## src/rtl/mem_pipe_n_pkg.sv

```systemverilog
// Shared defaults and small types for the parametrised memory pipeline.
package mem_pipe_n_pkg;

    localparam int unsigned DEF_WORD_LEN     = 32;
    localparam int unsigned DEF_REG_ADDR_LEN = 5;
    localparam int unsigned DEF_BASE_ADDR    = 1024;
    localparam int unsigned MAX_MEM_STAGES   = 4;

    // Source of the value written back to the register file.
    typedef enum logic {
        WbSelAlu,
        WbSelMem
    } wb_sel_e;

endpackage

```

## src/rtl/mem_pipe_n_if.sv

```systemverilog
// EXE-to-MEM inputs plus per-stage hazard/forwarding and WB outputs of the memory pipeline.
interface mem_pipe_n_if #(
    parameter int unsigned WORD_LEN     = 32,
    parameter int unsigned REG_ADDR_LEN = 5,
    parameter int unsigned MEM_STAGES   = 2
);
    logic                               stall;
    logic                               in_valid;
    logic                               in_wb_en;
    logic                               in_mem_r_en;
    logic                               in_mem_w_en;
    logic [WORD_LEN-1:0]                in_alu_res;
    logic [WORD_LEN-1:0]                in_st_val;
    logic [REG_ADDR_LEN-1:0]            in_dest;

    logic [MEM_STAGES*REG_ADDR_LEN-1:0] stg_dest;
    logic [MEM_STAGES-1:0]              stg_wb_en;
    logic [MEM_STAGES-1:0]              stg_load;
    logic [MEM_STAGES*WORD_LEN-1:0]     stg_alu;
    logic                               wb_en;
    logic [REG_ADDR_LEN-1:0]            wb_dest;
    logic [WORD_LEN-1:0]                wb_result;
    logic                               addr_err;

    modport master (
        output stall, in_valid, in_wb_en, in_mem_r_en, in_mem_w_en,
               in_alu_res, in_st_val, in_dest,
        input  stg_dest, stg_wb_en, stg_load, stg_alu,
               wb_en, wb_dest, wb_result, addr_err
    );

    modport slave (
        input  stall, in_valid, in_wb_en, in_mem_r_en, in_mem_w_en,
               in_alu_res, in_st_val, in_dest,
        output stg_dest, stg_wb_en, stg_load, stg_alu,
               wb_en, wb_dest, wb_result, addr_err
    );
endinterface

```

## src/rtl/mem_pipe_stage_reg.sv

```systemverilog
// One memory-pipeline stage register: holds on stall, clears on async reset.
module mem_pipe_stage_reg #(
    parameter int unsigned WORD_LEN     = 32,
    parameter int unsigned REG_ADDR_LEN = 5,
    parameter int unsigned IDX_W        = 6
) (
    input  logic                    clk,
    input  logic                    rst,
    input  logic                    stall_i,
    input  logic                    valid_i,
    input  logic                    wb_en_i,
    input  logic                    mem_r_en_i,
    input  logic                    mem_w_en_i,
    input  logic [REG_ADDR_LEN-1:0] dest_i,
    input  logic [WORD_LEN-1:0]     alu_res_i,
    input  logic [WORD_LEN-1:0]     st_val_i,
    input  logic [IDX_W-1:0]        idx_i,
    input  logic                    in_range_i,
    output logic                    valid_o,
    output logic                    wb_en_o,
    output logic                    mem_r_en_o,
    output logic                    mem_w_en_o,
    output logic [REG_ADDR_LEN-1:0] dest_o,
    output logic [WORD_LEN-1:0]     alu_res_o,
    output logic [WORD_LEN-1:0]     st_val_o,
    output logic [IDX_W-1:0]        idx_o,
    output logic                    in_range_o
);
    logic                    valid_q, valid_d;
    logic                    wb_en_q, wb_en_d;
    logic                    mem_r_en_q, mem_r_en_d;
    logic                    mem_w_en_q, mem_w_en_d;
    logic [REG_ADDR_LEN-1:0] dest_q, dest_d;
    logic [WORD_LEN-1:0]     alu_res_q, alu_res_d;
    logic [WORD_LEN-1:0]     st_val_q, st_val_d;
    logic [IDX_W-1:0]        idx_q, idx_d;
    logic                    in_range_q, in_range_d;

    // Next state: capture the upstream slot unless stalled.
    always_comb begin
        valid_d    = valid_q;
        wb_en_d    = wb_en_q;
        mem_r_en_d = mem_r_en_q;
        mem_w_en_d = mem_w_en_q;
        dest_d     = dest_q;
        alu_res_d  = alu_res_q;
        st_val_d   = st_val_q;
        idx_d      = idx_q;
        in_range_d = in_range_q;
        if (!stall_i) begin
            valid_d    = valid_i;
            wb_en_d    = wb_en_i;
            mem_r_en_d = mem_r_en_i;
            mem_w_en_d = mem_w_en_i;
            dest_d     = dest_i;
            alu_res_d  = alu_res_i;
            st_val_d   = st_val_i;
            idx_d      = idx_i;
            in_range_d = in_range_i;
        end
    end

    // Stage state with asynchronous clear.
    always_ff @(posedge clk or posedge rst) begin
        if (rst) begin
            valid_q    <= 1'b0;
            wb_en_q    <= 1'b0;
            mem_r_en_q <= 1'b0;
            mem_w_en_q <= 1'b0;
            dest_q     <= '0;
            alu_res_q  <= '0;
            st_val_q   <= '0;
            idx_q      <= '0;
            in_range_q <= 1'b0;
        end else begin
            valid_q    <= valid_d;
            wb_en_q    <= wb_en_d;
            mem_r_en_q <= mem_r_en_d;
            mem_w_en_q <= mem_w_en_d;
            dest_q     <= dest_d;
            alu_res_q  <= alu_res_d;
            st_val_q   <= st_val_d;
            idx_q      <= idx_d;
            in_range_q <= in_range_d;
        end
    end

    assign valid_o    = valid_q;
    assign wb_en_o    = wb_en_q;
    assign mem_r_en_o = mem_r_en_q;
    assign mem_w_en_o = mem_w_en_q;
    assign dest_o     = dest_q;
    assign alu_res_o  = alu_res_q;
    assign st_val_o   = st_val_q;
    assign idx_o      = idx_q;
    assign in_range_o = in_range_q;
endmodule

```

## src/rtl/mem_pipe_n.sv

```systemverilog
// MEM_STAGES-deep memory pipeline with the data-memory access in the last stage
// and a registered MEM-to-WB boundary.
module mem_pipe_n
    import mem_pipe_n_pkg::*;
#(
    parameter int unsigned WORD_LEN     = DEF_WORD_LEN,
    parameter int unsigned REG_ADDR_LEN = DEF_REG_ADDR_LEN,
    parameter int unsigned MEM_STAGES   = 2,
    parameter int unsigned MEM_DEPTH    = 64,
    parameter int unsigned BASE_ADDR    = DEF_BASE_ADDR
) (
    input  logic        clk,
    input  logic        rst,
    mem_pipe_n_if.slave bus
);
    localparam int unsigned IDX_W = (MEM_DEPTH > 1) ? $clog2(MEM_DEPTH) : 1;
    localparam int unsigned LAST  = MEM_STAGES - 1;
    localparam logic [WORD_LEN-1:0] BASE_W  = WORD_LEN'(BASE_ADDR);
    localparam logic [WORD_LEN-1:0] DEPTH_W = WORD_LEN'(MEM_DEPTH);

    // Word index and range check, computed once and carried with the instruction.
    logic [WORD_LEN-1:0] word_off;
    logic [IDX_W-1:0]    in_idx;
    logic                in_in_range;

    // Stage-1 address decode; byte-offset bits [1:0] are dropped by the shift.
    always_comb begin
        word_off    = (bus.in_alu_res - BASE_W) >> 2;
        in_in_range = (bus.in_alu_res >= BASE_W) && (word_off < DEPTH_W);
        in_idx      = word_off[IDX_W-1:0];
    end

    logic                    s_valid    [MEM_STAGES];
    logic                    s_wb_en    [MEM_STAGES];
    logic                    s_r_en     [MEM_STAGES];
    logic                    s_w_en     [MEM_STAGES];
    logic [REG_ADDR_LEN-1:0] s_dest     [MEM_STAGES];
    logic [WORD_LEN-1:0]     s_alu      [MEM_STAGES];
    logic [WORD_LEN-1:0]     s_st       [MEM_STAGES];
    logic [IDX_W-1:0]        s_idx      [MEM_STAGES];
    logic                    s_in_range [MEM_STAGES];

    for (genvar k = 0; k < MEM_STAGES; k++) begin : g_stage
        if (k == 0) begin : g_first
            // Bubbles have all enables forced low so they cause no side effects.
            mem_pipe_stage_reg #(
                .WORD_LEN     (WORD_LEN),
                .REG_ADDR_LEN (REG_ADDR_LEN),
                .IDX_W        (IDX_W)
            ) u_stage (
                .clk        (clk),
                .rst        (rst),
                .stall_i    (bus.stall),
                .valid_i    (bus.in_valid),
                .wb_en_i    (bus.in_valid & bus.in_wb_en),
                .mem_r_en_i (bus.in_valid & bus.in_mem_r_en),
                .mem_w_en_i (bus.in_valid & bus.in_mem_w_en),
                .dest_i     (bus.in_dest),
                .alu_res_i  (bus.in_alu_res),
                .st_val_i   (bus.in_st_val),
                .idx_i      (in_idx),
                .in_range_i (in_in_range),
                .valid_o    (s_valid[k]),
                .wb_en_o    (s_wb_en[k]),
                .mem_r_en_o (s_r_en[k]),
                .mem_w_en_o (s_w_en[k]),
                .dest_o     (s_dest[k]),
                .alu_res_o  (s_alu[k]),
                .st_val_o   (s_st[k]),
                .idx_o      (s_idx[k]),
                .in_range_o (s_in_range[k])
            );
        end else begin : g_next
            mem_pipe_stage_reg #(
                .WORD_LEN     (WORD_LEN),
                .REG_ADDR_LEN (REG_ADDR_LEN),
                .IDX_W        (IDX_W)
            ) u_stage (
                .clk        (clk),
                .rst        (rst),
                .stall_i    (bus.stall),
                .valid_i    (s_valid[k-1]),
                .wb_en_i    (s_wb_en[k-1]),
                .mem_r_en_i (s_r_en[k-1]),
                .mem_w_en_i (s_w_en[k-1]),
                .dest_i     (s_dest[k-1]),
                .alu_res_i  (s_alu[k-1]),
                .st_val_i   (s_st[k-1]),
                .idx_i      (s_idx[k-1]),
                .in_range_i (s_in_range[k-1]),
                .valid_o    (s_valid[k]),
                .wb_en_o    (s_wb_en[k]),
                .mem_r_en_o (s_r_en[k]),
                .mem_w_en_o (s_w_en[k]),
                .dest_o     (s_dest[k]),
                .alu_res_o  (s_alu[k]),
                .st_val_o   (s_st[k]),
                .idx_o      (s_idx[k]),
                .in_range_o (s_in_range[k])
            );
        end

        assign bus.stg_dest[k*REG_ADDR_LEN +: REG_ADDR_LEN] = s_dest[k];
        assign bus.stg_alu[k*WORD_LEN +: WORD_LEN]          = s_alu[k];
        assign bus.stg_wb_en[k]                             = s_wb_en[k];
        assign bus.stg_load[k]                              = s_r_en[k];
    end

    logic [WORD_LEN-1:0]     mem_q [MEM_DEPTH];
    logic [WORD_LEN-1:0]     mem_d [MEM_DEPTH];
    logic                    wb_en_q, wb_en_d;
    logic [REG_ADDR_LEN-1:0] wb_dest_q, wb_dest_d;
    logic [WORD_LEN-1:0]     wb_result_q, wb_result_d;
    logic                    addr_err_q, addr_err_d;

    logic                    mem_op;
    logic                    mem_wr;
    logic                    acc_err;
    logic [WORD_LEN-1:0]     rdata;
    wb_sel_e                 wb_sel;

    // Last-stage access decode and combinational read; out-of-range loads read zero.
    always_comb begin
        mem_op  = s_valid[LAST] & (s_r_en[LAST] | s_w_en[LAST]);
        mem_wr  = s_valid[LAST] & s_w_en[LAST] & s_in_range[LAST];
        acc_err = mem_op & ~s_in_range[LAST];
        rdata   = s_in_range[LAST] ? mem_q[s_idx[LAST]] : '0;
        wb_sel  = s_r_en[LAST] ? WbSelMem : WbSelAlu;
    end

    // Next state for the WB register, the sticky error flag and the memory array.
    always_comb begin
        wb_en_d     = wb_en_q;
        wb_dest_d   = wb_dest_q;
        wb_result_d = wb_result_q;
        addr_err_d  = addr_err_q;
        mem_d       = mem_q;
        if (!bus.stall) begin
            wb_en_d     = s_wb_en[LAST];
            wb_dest_d   = s_dest[LAST];
            wb_result_d = (wb_sel == WbSelMem) ? rdata : s_alu[LAST];
            addr_err_d  = addr_err_q | acc_err;
            if (mem_wr) begin
                mem_d[s_idx[LAST]] = s_st[LAST];
            end
        end
    end

    // WB boundary, error flag and data memory, all cleared by reset.
    always_ff @(posedge clk or posedge rst) begin
        if (rst) begin
            wb_en_q     <= 1'b0;
            wb_dest_q   <= '0;
            wb_result_q <= '0;
            addr_err_q  <= 1'b0;
            mem_q       <= '{default: '0};
        end else begin
            wb_en_q     <= wb_en_d;
            wb_dest_q   <= wb_dest_d;
            wb_result_q <= wb_result_d;
            addr_err_q  <= addr_err_d;
            mem_q       <= mem_d;
        end
    end

    assign bus.wb_en     = wb_en_q;
    assign bus.wb_dest   = wb_dest_q;
    assign bus.wb_result = wb_result_q;
    assign bus.addr_err  = addr_err_q;
endmodule

```

## src/flat_wrapper.sv

```systemverilog
// flat-port wrapper written by rule: the top's interface ports become plain ports
module mem_pipe_n_flat import mem_pipe_n_pkg::*;
#(
    parameter int unsigned WORD_LEN     = DEF_WORD_LEN,
    parameter int unsigned REG_ADDR_LEN = DEF_REG_ADDR_LEN,
    parameter int unsigned MEM_STAGES   = 2,
    parameter int unsigned MEM_DEPTH    = 64,
    parameter int unsigned BASE_ADDR    = DEF_BASE_ADDR
)
  (clk, rst, bus_stall, bus_in_valid, bus_in_wb_en, bus_in_mem_r_en, bus_in_mem_w_en, bus_in_alu_res, bus_in_st_val, bus_in_dest, bus_stg_dest, bus_stg_wb_en, bus_stg_load, bus_stg_alu, bus_wb_en, bus_wb_dest, bus_wb_result, bus_addr_err);
  mem_pipe_n_if #(.WORD_LEN(WORD_LEN), .REG_ADDR_LEN(REG_ADDR_LEN), .MEM_STAGES(MEM_STAGES)) bus_i ();
  input  logic clk;
  input  logic rst;
  input wire logic [$bits(bus_i.stall)-1:0] bus_stall;
  input wire logic [$bits(bus_i.in_valid)-1:0] bus_in_valid;
  input wire logic [$bits(bus_i.in_wb_en)-1:0] bus_in_wb_en;
  input wire logic [$bits(bus_i.in_mem_r_en)-1:0] bus_in_mem_r_en;
  input wire logic [$bits(bus_i.in_mem_w_en)-1:0] bus_in_mem_w_en;
  input wire logic [$bits(bus_i.in_alu_res)-1:0] bus_in_alu_res;
  input wire logic [$bits(bus_i.in_st_val)-1:0] bus_in_st_val;
  input wire logic [$bits(bus_i.in_dest)-1:0] bus_in_dest;
  output wire logic [$bits(bus_i.stg_dest)-1:0] bus_stg_dest;
  output wire logic [$bits(bus_i.stg_wb_en)-1:0] bus_stg_wb_en;
  output wire logic [$bits(bus_i.stg_load)-1:0] bus_stg_load;
  output wire logic [$bits(bus_i.stg_alu)-1:0] bus_stg_alu;
  output wire logic [$bits(bus_i.wb_en)-1:0] bus_wb_en;
  output wire logic [$bits(bus_i.wb_dest)-1:0] bus_wb_dest;
  output wire logic [$bits(bus_i.wb_result)-1:0] bus_wb_result;
  output wire logic [$bits(bus_i.addr_err)-1:0] bus_addr_err;
  assign bus_i.stall = bus_stall;
  assign bus_i.in_valid = bus_in_valid;
  assign bus_i.in_wb_en = bus_in_wb_en;
  assign bus_i.in_mem_r_en = bus_in_mem_r_en;
  assign bus_i.in_mem_w_en = bus_in_mem_w_en;
  assign bus_i.in_alu_res = bus_in_alu_res;
  assign bus_i.in_st_val = bus_in_st_val;
  assign bus_i.in_dest = bus_in_dest;
  assign bus_stg_dest = bus_i.stg_dest;
  assign bus_stg_wb_en = bus_i.stg_wb_en;
  assign bus_stg_load = bus_i.stg_load;
  assign bus_stg_alu = bus_i.stg_alu;
  assign bus_wb_en = bus_i.wb_en;
  assign bus_wb_dest = bus_i.wb_dest;
  assign bus_wb_result = bus_i.wb_result;
  assign bus_addr_err = bus_i.addr_err;
  mem_pipe_n #(.WORD_LEN(WORD_LEN), .REG_ADDR_LEN(REG_ADDR_LEN), .MEM_STAGES(MEM_STAGES), .MEM_DEPTH(MEM_DEPTH), .BASE_ADDR(BASE_ADDR)) u_core (.clk(clk), .rst(rst), .bus(bus_i));
endmodule
```

## config.mk

```make
export PLATFORM = sky130hd
export DESIGN_NAME = mem_pipe_n_flat
export DESIGN_NICKNAME = d
export VERILOG_FILES = /design/src/rtl/mem_pipe_n_pkg.sv /design/src/rtl/mem_pipe_n_if.sv /design/src/rtl/mem_pipe_stage_reg.sv /design/src/rtl/mem_pipe_n.sv /design/src/flat_wrapper.sv
export SDC_FILE = /design/constraint.sdc
export NUM_CORES = 2
export LEC_CHECK = 0
export ABC_AREA = 1
export CAP_MARGIN = 10
export CORE_MARGIN = 2
export CORE_UTILIZATION = 60
export CTS_BUF_LIST = sky130_fd_sc_hd__clkbuf_8
export DETAILED_ROUTE_END_ITERATION = 10
export PLACE_DENSITY = 0.77
export SLEW_MARGIN = 10
export SYNTH_ARGS = -nofsm -noshare
export SYNTH_HDL_FRONTEND = slang
export SYNTH_SLANG_ARGS = --single-unit
export TNS_END_PERCENT = 5
```

## constraint.sdc

```tcl
create_clock -name clk -period 106.1 [get_ports clk]
set_clock_uncertainty 0.15 [all_clocks]
set_input_delay 26.525 -clock clk [delete_from_list [all_inputs] [get_ports clk]]
set_output_delay 26.525 -clock clk [all_outputs]
set_load 0.02 [all_outputs]
```

## Yosys cells after proc, flatten, opt, wreduce, memory -nomap -nowiden

Index checks and enable logic that the tools add are counted.

| word-level totals | value |
|---|---|
| register bits | 2247 |
| bits in latches | 0 |
| RAM bits | 0 |
| bits in read-only memories | 0 |
| bits of input ports | 76 |
| word-level logic and storage cells | 115 |
| memories | 0 |

| operators by class | value |
|---|---|
| add/sub/neg operators | 1 |
| multipliers | 0 |
| div/mod/pow operators | 0 |
| $lt $le $gt $ge | 4 |
| equal/unequal tests | 0 |
| shifts and indexed selects | 0 |
| mux-type cells | 9 |
| bitwise logic cells | 12 |
| reductions and logical operators | 3 |

Operators with widths:

| kind | number |
|---|---|
| 2048-bit bitwise mux | 1 |
| 32-bit binary-select mux with 6-bit select | 1 |
| 32-bit demux with 6-bit select | 1 |
| 32-bit 2-to-1 mux | 5 |
| 32-bit by 11-bit >= comparator with 1-bit output, second input constant | 1 |
| 32-bit by 11-bit subtractor with 32-bit output, second input constant | 1 |
| 30-bit by 7-bit less-than comparator with 1-bit output, second input constant | 1 |
| 1-bit AND | 7 |
| 7-bit >= comparator, second input constant | 1 |
| 7-bit by 1-bit less-than comparator with 1-bit output, second input constant | 1 |
| 6-bit inverter with 7-bit output | 1 |
| 1-bit logical AND | 2 |
| 1-bit inverter | 2 |
| 1-bit bitwise OR | 2 |
| 2-bit AND reduction | 1 |
| 1-bit 2-to-1 mux | 1 |

## Logic depth before layout (Yosys ltp)

| depth | value |
|---|---|
| depth in word-level cells | 6 |
| mapped depth | 17 |

## Modules after synthesis

Synthesis repeated with hierarchy kept, for this count alone.

| unflattened totals | value |
|---|---|
| cells, all modules | 14142 |
| area total of the unflattened synthesis | 105790.2 sq um |

By module, submodules not included:

| module | times used | cells each | area an instance (sq um) |
|---|---|---|---|
| mem_pipe_n | 1 | 13464 | 99676.8 |
| mem_pipe_stage_reg | 2 | 339 | 3056.7 |

## Least setup slack after synthesis

OpenSTA, ideal clock, no wires.

| timing path | value |
|---|---|
| path type | input to register |
| start | input port bus_stall |
| end | register u_core.mem_q[266] (netlist bit) |
| library setup time | 0.135 ns |
| arrival | 28.076 ns |
| path slack | 77.739 ns |
| stages on the path | 8 |
| path buffers | 2 |
| cells stage by stage | clkbuf_1 > inv_2 > nand4_4 > nor3_2 > nand2_2 > clkbuf_1 > nand2_1 > o21ai_0 |

| between the ends | value |
|---|---|
| cells in the longest elaborated chain, start to end | 2 |

Ends and longest elaborated chain:

| element | line | source |
|---|---|---|
| from (decl) | flat_wrapper.sv:14 | `input wire logic [$bits(bus_i.stall)-1:0] bus_stall;` |
| 1-bit inverter (no line) | -- |  |
| 2-bit AND reduction (no line) | -- |  |
| to (signal assigned) | mem_pipe_n.sv:162 | `mem_q <= mem_d;` |
| to (decl) | mem_pipe_n.sv:109 | `logic [WORD_LEN-1:0] mem_q [MEM_DEPTH];` |

Every way passes these cells.
A chain may end at the register's enable or synchronous reset.

==> flow_summary.html <==
<table>
<tr><th>Metric</th><th>Value</th></tr>
<tr><th colspan="2">Power</th></tr>
<tr><td>Share of power burned in the clock network</td><td>0.419</td></tr>
<tr><td>Peak supply drop</td><td>between 0.01 and 0.015 mV</td></tr>
<tr><td>P per Cell Area</td><td>roughly 16 nW/um^2</td></tr>
<tr><td>Static power due to leakage</td><td>about 58 nW</td></tr>
<tr><td>Switch share</td><td>0.277</td></tr>
<tr><td>Internal power</td><td>1.28 mW</td></tr>
<tr><td>Share of total power in combinational logic</td><td>0.092</td></tr>
<tr><td>P_sw</td><td>a little under 0.5 mW</td></tr>
<tr><td>Portion of total power attributed to sequential cells</td><td>0.489</td></tr>
<tr><th colspan="2">GRT</th></tr>
<tr><td>Via count of the first global-routing pass</td><td>88,300</td></tr>
<tr><td>Largest net degree at the start of global routing</td><td>about 170</td></tr>
<tr><td>GR Overflow Total</td><td>0</td></tr>
<tr><td>Overall global routing resource usage</td><td>0.367</td></tr>
<tr><td>Initial antenna violation count</td><td>13</td></tr>
<tr><td>Global-route wire length before repair</td><td>500 mm</td></tr>
<tr><th colspan="2">Worst setup path</th></tr>
<tr><td>Maximum fanout count along the critical path</td><td>between 100 and 150</td></tr>
<tr><td>CP Data Required Time</td><td>107,010 ps</td></tr>
<tr><td>CP Capture Type</td><td>asynchronous set/reset pin</td></tr>
<tr><td>Critical path start-end classification</td><td>primary input to asynchronous set/reset pin</td></tr>
<tr><td>Arrival time of the worst setup path</td><td>between 30,000 and 40,000 ps</td></tr>
<tr><td>Crit path launch type</td><td>primary input</td></tr>
<tr><th colspan="2">Clocking</th></tr>
<tr><td>Hold Buf Count CTS</td><td>0</td></tr>
<tr><td>Clk sinks</td><td>between 2,000 and 2,500</td></tr>
<tr><td>Clock buffer count from CTS</td><td>370</td></tr>
<tr><td>Clock transition time at the flip-flop clock pins of the worst setup and hold paths</td><td>roughly 60 ps</td></tr>
<tr><td>TritonCTS clock tree</td><td>built</td></tr>
<tr><td>Post-cts repair resize count</td><td>0</td></tr>
<tr><td>Number of buffers on the longest clock path</td><td>4</td></tr>
<tr><td>Clock latency on the worst-skew pair</td><td>around 1100 ps</td></tr>
<tr><td>Number of levels in the clock H-tree</td><td>5</td></tr>
<tr><td>Post-CTS Repair Setup Buffers</td><td>0</td></tr>
<tr><td>Cell at the root of the clock tree</td><td>sky130_fd_sc_hd__clkbuf_8</td></tr>
<tr><th colspan="2">Die</th></tr>
<tr><td>Area of the die</td><td>~180,000 sq um</td></tr>
<tr><td>Number of standard-cell rows in the floorplan</td><td>about 150</td></tr>
<tr><td>Die outline height</td><td>between 400 and 500 um</td></tr>
<tr><td>Count of pins on the block boundary</td><td>between 150 and 200</td></tr>
<tr><td>Core Box Area</td><td>about 170,000 sq um</td></tr>
<tr><td>Die extent in x</td><td>roughly 420 um</td></tr>
<tr><td>Initial Util</td><td>0.603</td></tr>
<tr><th colspan="2">Layout</th></tr>
<tr><td>Final-layout fill cell count</td><td>around 14,000</td></tr>
<tr><td>Storage cell area</td><td>roughly 56,000 sq um</td></tr>
<tr><td>Total non-filler cell area in the finished layout</td><td>113,000 sq um</td></tr>
<tr><td>Fraction of layout instances using a drive strength above 1</td><td>0.0600</td></tr>
<tr><td>Post-layout net count</td><td>13,700</td></tr>
<tr><td>Area of the multi-input gates</td><td>roughly 43,000 sq um</td></tr>
<tr><td>Synth-to-Final Area Change</td><td>9.17%</td></tr>
<tr><th colspan="2">Yosys</th></tr>
<tr><td>Mean instance size in the synthesized netlist</td><td>7.42 sq um</td></tr>
<tr><td>Async set-or-reset flop fraction in the synthesized netlist</td><td>1.00</td></tr>
<tr><td>Number of flops mapped to enable cells by yosys</td><td>0</td></tr>
<tr><td>Leading cell types by count after synthesis</td><td>sky130_fd_sc_hd__nand2_1, sky130_fd_sc_hd__dfrtp_1, sky130_fd_sc_hd__o21ai_0, sky130_fd_sc_hd__clkbuf_1, sky130_fd_sc_hd__nor2_1</td></tr>
<tr><td>Number of cells produced by synthesis</td><td>roughly 14,000</td></tr>
<tr><td>Synth top area cells</td><td>sky130_fd_sc_hd__dfrtp_1, sky130_fd_sc_hd__nand2_1, sky130_fd_sc_hd__o21ai_0</td></tr>
<tr><td>#FFs+latches synth</td><td>between 2,000 and 2,500</td></tr>
<tr><td>Most common flop cell mapped by yosys</td><td>sky130_fd_sc_hd__dfrtp_1</td></tr>
<tr><td>Count of distinct cell types in the synthesized netlist</td><td>27</td></tr>
<tr><td>Netlist Area Pre-Place</td><td>approximately 100,000 sq um</td></tr>
<tr><td>Most common cell in the synthesized netlist</td><td>sky130_fd_sc_hd__nand2_1</td></tr>
<tr><td>Syn. warnings</td><td>0</td></tr>
<tr><td>Synthesized Nets</td><td>approximately 14,000</td></tr>
<tr><td>Cell taking the most area after synthesis</td><td>sky130_fd_sc_hd__dfrtp_1</td></tr>
<tr><td>Top cell type's share of synthesized area</td><td>0.541</td></tr>
<tr><td>Portion of the post-synthesis area used by sequential elements</td><td>0.541</td></tr>
<tr><th colspan="2">Placement</th></tr>
<tr><td>Placed Instance Area</td><td>roughly 110,000 sq um</td></tr>
<tr><td>DPL Wire Length</td><td>178 mm</td></tr>
<tr><td>Number of buffers inserted by port buffering</td><td>roughly 190</td></tr>
<tr><td>Routability congestion estimate</td><td>a little under 0.9</td></tr>
<tr><th colspan="2">Drt</th></tr>
<tr><td>Post-route antenna net violation count</td><td>0</td></tr>
<tr><td>Routed wire per std cell</td><td>between 15 and 20 um</td></tr>
<tr><td>Average via count per standard cell</td><td>between 5 and 6</td></tr>
<tr><td>Total length of routed wires</td><td>around 320 mm</td></tr>
<tr><td>First-pass DRT Iterations</td><td>9</td></tr>
<tr><td>Remaining design rule violation count</td><td>0</td></tr>
<tr><td>Vias after detailed routing</td><td>92,600</td></tr>
<tr><td>Number of DRC markers in iteration 0</td><td>12,200</td></tr>
<tr><th colspan="2">Timing</th></tr>
<tr><td>Relative slew slack</td><td>0.233</td></tr>
<tr><td>Setup TNS Final</td><td>0 ps</td></tr>
<tr><td>Final period util</td><td>0.289</td></tr>
<tr><td>Final critical-path required period</td><td>between 30,000 and 40,000 ps</td></tr>
<tr><td>Slew Viols, Final</td><td>0</td></tr>
<tr><td>Fmax</td><td>32.6 MHz</td></tr>
<tr><td>Setup-violating endpoint count in the final report</td><td>0</td></tr>
<tr><td>Number of hold-slack violations in the final timing report</td><td>0</td></tr>
<tr><td>Worst slew pin tran</td><td>~1100 ps</td></tr>
<tr><td>Setup repair after global routing missed its margin</td><td>false</td></tr>
<tr><th colspan="2">Worst hold path</th></tr>
<tr><td>Class of the most critical hold timing path</td><td>flop to flop</td></tr>
<tr><th colspan="2">Job</th></tr>
<tr><td>Max-capacitance violation count</td><td>0</td></tr>
<tr><th colspan="2">Run status</th></tr>
<tr><td>Status</td><td>completed</td></tr>
</table>
-- critical path, cell delays in order --
cell,delay (ps)
sky130_fd_sc_hd__clkdlybuf4s50_1,490
sky130_fd_sc_hd__inv_8,550
sky130_fd_sc_hd__buf_4,760
sky130_fd_sc_hd__buf_4,760
sky130_fd_sc_hd__buf_4,670
sky130_fd_sc_hd__buf_4,720
sky130_fd_sc_hd__buf_4,790
-- metrics by stage --
stage          setup WS, ps  cells  hold slack, ps   util  power, mW
2_1_floorplan         16270  13900             292      -      0.975
3_3_place_gp          74300  15600             303  0.616       1.04
3_5_place_dp          74230  15600             317  0.616       1.04
4_1_cts               75320  16200             333  0.658       1.78
5_1_grt               74780  16200             344  0.658       1.83
6_report              75470  16200             332  0.658       1.78
-- power groups by stage --
stage               registers, mW  clock network [mW]  logic (mW)
floorplan                   0.889                   0      0.0862
global placement            0.883                   0       0.157
detailed placement          0.883                   0       0.159
CTS                         0.868               0.751       0.159
global route                0.868               0.789       0.170
finish                      0.868               0.745       0.163
-- final cells by class --
type	instances	share of cell area
multi-input cells	10500	0.379
clock buffers	465	0.0567
repair buffers	384	0.0306
well taps	2310	0.0256
inverters	133	0.00471
flip-flops and latches	2235	0.496
diodes	9	0.000200
clock inverters	158	0.00681
-- state kept, by name, indices dropped and copies added, names as in the netlist, 32 cells and up --
| name | count |
|---|---|
| u_core.mem_q | 2048 |
| u_core.bus.wb_result | 32 |
| u_core.g_stage.g_first.u_stage.alu_res_o | 32 |
| u_core.g_stage.g_first.u_stage.st_val_o | 32 |
| u_core.g_stage.g_next.u_stage.alu_res_o | 32 |
| u_core.g_stage.g_next.u_stage.st_val_o | 32 |
-- routing by layer --
metal,GRT usage,up-vias,part of all wire
li1,-,42800,-
met1,0.497,44200,0.40
met2,0.544,4732,0.43
met3,0.0844,853,0.11
met4,0.210,6,0.061
met5,0.000834,-,0.00042
-- cells by family after synthesis --
| logic type | Yosys count | synth area share |
|---|---|---|
| AND/OR/NAND/NOR | 8240 | 0.304 |
| AO/OA/AOI/OAI | 2252 | 0.109 |
| flip-flops | 2235 | 0.541 |
| buffers and inverters | 1193 | 0.0451 |
| XOR/XNOR | 7 | 0.000593 |
-- placed cells by master, fill, tap and decap left out, types with 2 or more instances in the layout --
cell and n:
sky130_fd_sc_hd__nand2_1 7872, sky130_fd_sc_hd__dfrtp_1 2232, sky130_fd_sc_hd__o21ai_0 2019, sky130_fd_sc_hd__clkbuf_8 465, sky130_fd_sc_hd__inv_1 205, sky130_fd_sc_hd__clkdlybuf4s50_1 191
sky130_fd_sc_hd__buf_4 185, sky130_fd_sc_hd__o21ai_1 162, sky130_fd_sc_hd__nor2_1 156, sky130_fd_sc_hd__nand3_1 115, sky130_fd_sc_hd__a21oi_1 65, sky130_fd_sc_hd__nand2_2 60
sky130_fd_sc_hd__clkinv_2 40, sky130_fd_sc_hd__inv_2 32, sky130_fd_sc_hd__diode_2 9, sky130_fd_sc_hd__xor2_1 7, sky130_fd_sc_hd__buf_12 7, sky130_fd_sc_hd__nand4_1 6
sky130_fd_sc_hd__nor4_4 6, sky130_fd_sc_hd__nor3_2 6, sky130_fd_sc_hd__or2_2 6, sky130_fd_sc_hd__o211ai_1 5, sky130_fd_sc_hd__inv_8 4, sky130_fd_sc_hd__nor2_4 4
sky130_fd_sc_hd__clkinvlp_4 4, sky130_fd_sc_hd__bufinv_16 4, sky130_fd_sc_hd__nor2_2 3, sky130_fd_sc_hd__dfrtp_4 3, sky130_fd_sc_hd__nor3_1 2
-- final timing paths --
check	to	slack, ps	startpoint	depth (start not counted)
setup / recovery	u_core.mem_q[825]$_DFFE_PP0P_	75470	rst	7
hold reg to reg	u_core.g_stage[0].g_first.u_stage.in_range_o$_DFFE_PP0N_	330	u_core.g_stage[0].g_first.u_stage.in_range_o$_DFFE_PP0N_	2
setup reg to reg	u_core.bus.wb_result[9]$_DFFE_PP0N_	99540	u_core.g_stage[1].g_next.u_stage.alu_res_o[2]$_DFFE_PP0N_	17
max in group clk	bus_stg_alu[35]	76750	u_core.g_stage[1].g_next.u_stage.alu_res_o[3]$_DFFE_PP0N_	1
min in group asynchronous	u_core.mem_q[1197]$_DFFE_PP0P_	25910	rst	2
hold / removal	u_core.g_stage[0].g_first.u_stage.in_range_o$_DFFE_PP0N_	330	u_core.g_stage[0].g_first.u_stage.in_range_o$_DFFE_PP0N_	2
(Power assumes the default switching activity.)
